## src/rtl/wb_pkg.sv

```systemverilog
// Shared types for the register-file write-back path.
package wb_pkg;
  localparam int REG_ADDR_W   = 5;
  localparam int WB_WORD_SIZE = 16;
  localparam logic [REG_ADDR_W-1:0] ZERO_REG = 5'd0;

  typedef struct packed {
    logic [REG_ADDR_W-1:0]   rd;
    logic [WB_WORD_SIZE-1:0] data;
  } wb_req_t;
endpackage

```

## src/rtl/wb_fifo.sv

```systemverilog
// Synchronous FIFO of pending load write-backs; pointers wrap naturally (power-of-two depth).
module wb_fifo
  import wb_pkg::*;
#(
  parameter int DEPTH = 4
) (
  input  logic                   clk,
  input  logic                   rst,
  input  logic                   push,
  input  logic                   pop,
  input  wb_req_t                din,
  output wb_req_t                dout,
  output logic                   full,
  output logic                   empty,
  output logic [$clog2(DEPTH):0] count
);
  localparam int AW = $clog2(DEPTH);
  localparam logic [AW-1:0] PTR_ONE = 1;
  localparam logic [AW:0]   CNT_ONE = 1;
  localparam logic [AW:0]   CNT_FULL = DEPTH;

  wb_req_t       mem [DEPTH];
  logic [AW-1:0] wr_ptr;
  logic [AW-1:0] rd_ptr;
  logic          do_push;
  logic          do_pop;

  assign full    = (count == CNT_FULL);
  assign empty   = (count == '0);
  assign do_push = push && !full;
  assign do_pop  = pop && !empty;
  assign dout    = mem[rd_ptr];

  always_ff @(posedge clk) begin
    if (rst) begin
      wr_ptr <= '0;
      rd_ptr <= '0;
      count  <= '0;
    end else begin
      if (do_push) wr_ptr <= wr_ptr + PTR_ONE;
      if (do_pop)  rd_ptr <= rd_ptr + PTR_ONE;
      case ({do_push, do_pop})
        2'b10:   count <= count + CNT_ONE;
        2'b01:   count <= count - CNT_ONE;
        default: count <= count;
      endcase
    end
  end

  // Storage needs no reset: entries are only read while counted as valid.
  always_ff @(posedge clk) begin
    if (do_push) mem[wr_ptr] <= din;
  end
endmodule

```

## src/rtl/writeback_unit.sv

```systemverilog
// Merges ALU and load results into one registered register-file write per cycle.
module writeback_unit
  import wb_pkg::*;
#(
  parameter int WORD_SIZE  = WB_WORD_SIZE,
  parameter int FIFO_DEPTH = 4,
  parameter int MAX_WAIT   = 3
) (
  input  logic                        clk,
  input  logic                        rst,
  input  logic                        alu_valid,
  output logic                        alu_ready,
  input  logic [REG_ADDR_W-1:0]       alu_rd,
  input  logic [WORD_SIZE-1:0]        alu_data,
  input  logic                        mem_valid,
  output logic                        mem_ready,
  input  logic [REG_ADDR_W-1:0]       mem_rd,
  input  logic [WORD_SIZE-1:0]        mem_data,
  output logic                        wb_en,
  output logic [REG_ADDR_W-1:0]       wb_rd,
  output logic [WORD_SIZE-1:0]        wb_data,
  output logic [$clog2(FIFO_DEPTH):0] fifo_count,
  output logic                        idle
);
  localparam int WW = $clog2(MAX_WAIT + 1);
  localparam logic [WW-1:0] WAIT_MAX = WW'(MAX_WAIT);
  localparam logic [WW-1:0] WAIT_ONE = 1;

  wb_req_t       fifo_din;
  wb_req_t       fifo_head;
  logic          fifo_full;
  logic          fifo_empty;
  logic          push;
  logic          pop;
  logic          starve;
  logic          alu_fire;
  logic [WW-1:0] wait_cnt;

  assign mem_ready = !fifo_full;
  assign starve    = !fifo_empty && (wait_cnt == WAIT_MAX);
  assign alu_ready = !starve;
  assign idle      = fifo_empty && !wb_en;

  // x0 transfers are accepted but never claim the write slot or a FIFO entry.
  assign alu_fire = alu_valid && alu_ready && (alu_rd != ZERO_REG);
  assign pop      = !alu_fire && !fifo_empty;
  assign push     = mem_valid && mem_ready && (mem_rd != ZERO_REG);
  assign fifo_din = '{rd: mem_rd, data: mem_data};

  wb_fifo #(.DEPTH(FIFO_DEPTH)) u_fifo (
    .clk   (clk),
    .rst   (rst),
    .push  (push),
    .pop   (pop),
    .din   (fifo_din),
    .dout  (fifo_head),
    .full  (fifo_full),
    .empty (fifo_empty),
    .count (fifo_count)
  );

  always_ff @(posedge clk) begin
    if (rst) begin
      wb_en    <= 1'b0;
      wb_rd    <= '0;
      wb_data  <= '0;
      wait_cnt <= '0;
    end else begin
      wb_en <= alu_fire || pop;
      if (alu_fire) begin
        wb_rd   <= alu_rd;
        wb_data <= alu_data;
      end else if (pop) begin
        wb_rd   <= fifo_head.rd;
        wb_data <= fifo_head.data;
      end
      if (fifo_empty || pop)
        wait_cnt <= '0;
      else if (wait_cnt != WAIT_MAX)
        wait_cnt <= wait_cnt + WAIT_ONE;
    end
  end
endmodule

```

## config.mk

```make
export PLATFORM = sky130hd
export DESIGN_NAME = writeback_unit
export DESIGN_NICKNAME = d
export VERILOG_FILES = /design/src/rtl/wb_pkg.sv /design/src/rtl/wb_fifo.sv /design/src/rtl/writeback_unit.sv
export SDC_FILE = /design/constraint.sdc
export NUM_CORES = 1
export LEC_CHECK = 0
export CORE_UTILIZATION = 45
export CTS_CLUSTER_SIZE = 24
export DETAILED_ROUTE_END_ITERATION = 12
export PLACE_DENSITY_LB_ADDON = 0.3
export SYNTH_ARGS = -nofsm -noshare
export SYNTH_HDL_FRONTEND = slang
export SYNTH_SLANG_ARGS = --single-unit
```

## constraint.sdc

```tcl
create_clock -name clk -period 5.1 [get_ports clk]
set_input_delay 0.765 -clock clk [delete_from_list [all_inputs] [get_ports clk]]
set_output_delay 0.765 -clock clk [all_outputs]
set_load 0.01 [all_outputs]
```

==> reports/metrics.cfg <==
[worst_setup_path]
reg2reg_from = u_fifo.count[2]
slowest_stage = o311a_2
cp.depth = 10
worstSetupEndpoint = u_fifo.count[2]
critPathMaxStageDelay_ns = 0.50
reg2reg_slack_ns = 2.49
reg2reg_to = u_fifo.count[2]
cp_max_fo = 21
r2r_cells = 9
critPathRequiredTime_ns = 5.52
crit_family = simple AND/OR/NAND/NOR gates
cp-start-kind = input port
worst-setup-path-type = input port to flop
path_cells = clkdlybuf4s50_1 -> or3_4 -> o311a_2 -> nor2_1 -> ha_1 -> inv_1 -> fa_1 -> xor2_1 -> or3_1 -> a21oi_1
startpoint = alu_rd[0]
cp_data_arrival_time_ns = 3.51
cp.buffers_inverters = 2
end_kind = flop

[yosys]
syn_area_um2 = 4570
syn_nets = 315
synth_warnings = 0
syn_area_per_cell_um2 = 17.4
synth_cells = 262
synth-seq-cells = 117
synth_cell_types = 39
yosysSeqAreaShare_pct = 69.7

[grt]
grt_usage_pct = 18.9
grt_pass1_wl_mm = 14.1
grt_overflow_total = 0
grt_start_max_net_pins = 23
grt_pass1_vias = 2654
antenna_found_initial = 0

[cells_and_area]
utilization_pct = 61.4
nets = 395
drive_gt1_share_pct = 17.7
num_antenna_cells = 0
area_growth_pct = 32.0

[cts]
clkLatencyLatePin_ns = 0.51
clkSinkCount = 117
tritoncts = done
numCtsBuffers = 17
cts_hold_buf = 0
post-cts-setup-buffers = 0
clk_transition_reported_paths_ns = 0.06
cts-root-buf = clkbuf_8
clock_path_buffers = 2
cts_max_level = 4
cts_resized = 0

[flow_run]
cap_viol_max_count = 0

[route]
ant_nets = 0
route.detailed.drc = 0
vias_per_cell = 5.34
via_count = 2604
drt-wirelength-per-cell_um = 18.2
wirelength_mm = 8.90
initialDrtViolationCount = 94
dr.pass1.iters = 5

[die]
core-area_um2 = 9820
die_y_um = 103
start_util_pct = 46.5
die-area_um2 = 10600
boundaryPins = 74
num_rows = 36
die_w_um = 103

[sta]
hold_viol_final = 0
slew_headroom_pct = 26.3
fmax_mhz = 324
rsz0062_at_grt = false
period_minus_slack_ns = 3.09
setup_violations = 0
fin_skew_ns = 0.00797
min_period_over_period_pct = 60.5
setup_tns_ns = 0
report.final.slew_viol_count = 0
tightest_slew_ns = 1.10

[place]
io_buffers = 73
dp_hpwl_mm = 5.73
gp_congestion = 0.698

[pwr]
power_density_nw_per_um2 = 525
leakagePower_nw = 2.03
vdd_drop_max_mv = 0.335

[min_path]
hp-class = flop to flop

[status]
outcome = finished clean

[layer usage]
metal	wire [um]	global-route usage (%)	vias up	share of wire, %
li1	-	-	1226	-
met5	0	0	-	0
met3	526	5.90	11	5.9
met4	92	6.48	0	1.0
met2	4360	29.2	80	49
met1	3920	25.6	1287	44
[synthesized netlist by cell type]
| library cell | n | share of area [%] |
|---|---|---|
| or4_1 | 2 | 0.33 |
| inv_1 | 8 | 0.66 |
| ha_1 | 6 | 1.6 |
| a21oi_1 | 6 | 0.66 |
| nor3_2 | 1 | 0.22 |
| or3_1 | 3 | 0.41 |
| o21ai_0 | 2 | 0.22 |
| xor2_1 | 3 | 0.58 |
| and3_1 | 1 | 0.14 |
| buf_1 | 1 | 0.082 |
| nor3_1 | 11 | 1.2 |
| a221o_2 | 3 | 0.74 |
| a211oi_1 | 6 | 0.99 |
| dfxtp_1 | 33 | 14 |
| nor2b_1 | 1 | 0.14 |
| or3b_2 | 1 | 0.19 |
| edfxtp_1 | 84 | 55 |
| fa_1 | 1 | 0.44 |
| buf_6 | 1 | 0.25 |
| nor2_1 | 7 | 0.58 |
| a221o_1 | 10 | 2.2 |
| nand2b_1 | 2 | 0.27 |
| o311a_2 | 1 | 0.25 |
| and2_1 | 4 | 0.55 |
| buf_2 | 5 | 0.55 |
| o311ai_4 | 1 | 0.58 |
| mux2i_1 | 6 | 1.3 |
| or3_4 | 1 | 0.25 |
| nor3b_1 | 13 | 2.1 |
| nor2_4 | 1 | 0.25 |
| nor4_1 | 1 | 0.14 |
| clkbuf_1 | 6 | 0.49 |
| xnor2_1 | 1 | 0.19 |
| o31ai_1 | 2 | 0.33 |
| o32ai_1 | 2 | 0.38 |
| o211a_1 | 1 | 0.22 |
| o31a_2 | 1 | 0.22 |
| nand2_1 | 2 | 0.16 |
| mux4_2 | 21 | 10 |
[worst min-delay path by stage]
stage,from,end,slack [ns],depth (start not counted)
detailed placement,wb_rd[3],wb_rd[3],0.47,1
floorplan,u_fifo.rd_ptr[1],flop,0.45,2
global placement,u_fifo.rd_ptr[1],u_fifo.rd_ptr[1],0.47,2
global route,wb_data[6],wb_data[6],0.50,1
finish,wb_data[14],wb_data[14],0.48,1
CTS,wb_data[14],wb_data[14],0.49,1
[state kept, by name, summed over array words and instances (netlist names), named ones only]
name / count
u_fifo.mem: 84
wb_data: 16
wb_rd: 5
u_fifo.count: 3
u_fifo.rd_ptr: 2
u_fifo.wr_ptr: 2
wait_cnt: 2
wb_en: 1
[where the power goes]
group          internal (mW)  switching, mW
Clock                  0.796          0.426
Sequential              1.17         0.0726
Combinational          0.360          0.345
Total                   2.32          0.843
[worst reg2reg max path: stages (launching register included)]
cell and delay, ns:
dfxtp_1 0.43, or3b_2 0.53, o211a_1 0.23, inv_1 0.11, ha_1 0.18, inv_1 0.07, fa_1 0.37, xor2_1 0.16
or3_1 0.30, a21oi_1 0.15
[area by class of cell]
type / instances / area [um^2]
tap: 133 / 166
clock inverter: 15 / 204
timing repair buffer: 74 / 738
clock buffer: 17 / 414
inverter: 8 / 30.0
fill: 753 / 3790
sequential: 117 / 3180
multi-input combinational: 124 / 1290
[cells by family after synthesis]
logic type                 synth area share [%]
DFF                                        69.7
xor gates and xnor gates                  0.767
buffers and inverters                      2.03
adders and majority gates                  2.08
muxes                                      11.7
AOI/OAI and AO/OA                          6.77
and+or+nand+nor                            6.96
[cell usage in the layout (no fill, tap or decap), types with 3 or more instances in the layout]
master	count
a211oi_1	6
a21oi_1	6
a221o_1	10
a221o_2	3
and2_1	4
bufinv_16	4
clkbuf_16	16
clkdlybuf4s50_1	73
clkinv_4	3
clkinvlp_4	3
dfxtp_1	33
edfxtp_1	84
ha_1	6
inv_1	8
inv_6	3
mux2i_1	6
mux4_2	21
nor2_1	7
nor3_1	11
nor3b_1	13
or3_1	3
xor2_1	3
[through the flow]
stage / cell area, um^2 / power, mW / setup slack (ns) / cells / hold slack (ns)
6_report: 6030 / 3.17 / 2.01 / 488 / 0.484
5_1_grt: 6030 / 3.31 / 1.87 / 488 / 0.498
4_1_cts: 6030 / 3.20 / 2.04 / 488 / 0.488
3_5_place_dp: 5410 / 1.97 / 1.51 / 456 / 0.469
3_3_place_gp: 5410 / 1.95 / 1.59 / 456 / 0.466
2_1_floorplan: 4570 / 1.67 / 2.08 / 262 / 0.453
(Power assumes the default switching activity.)
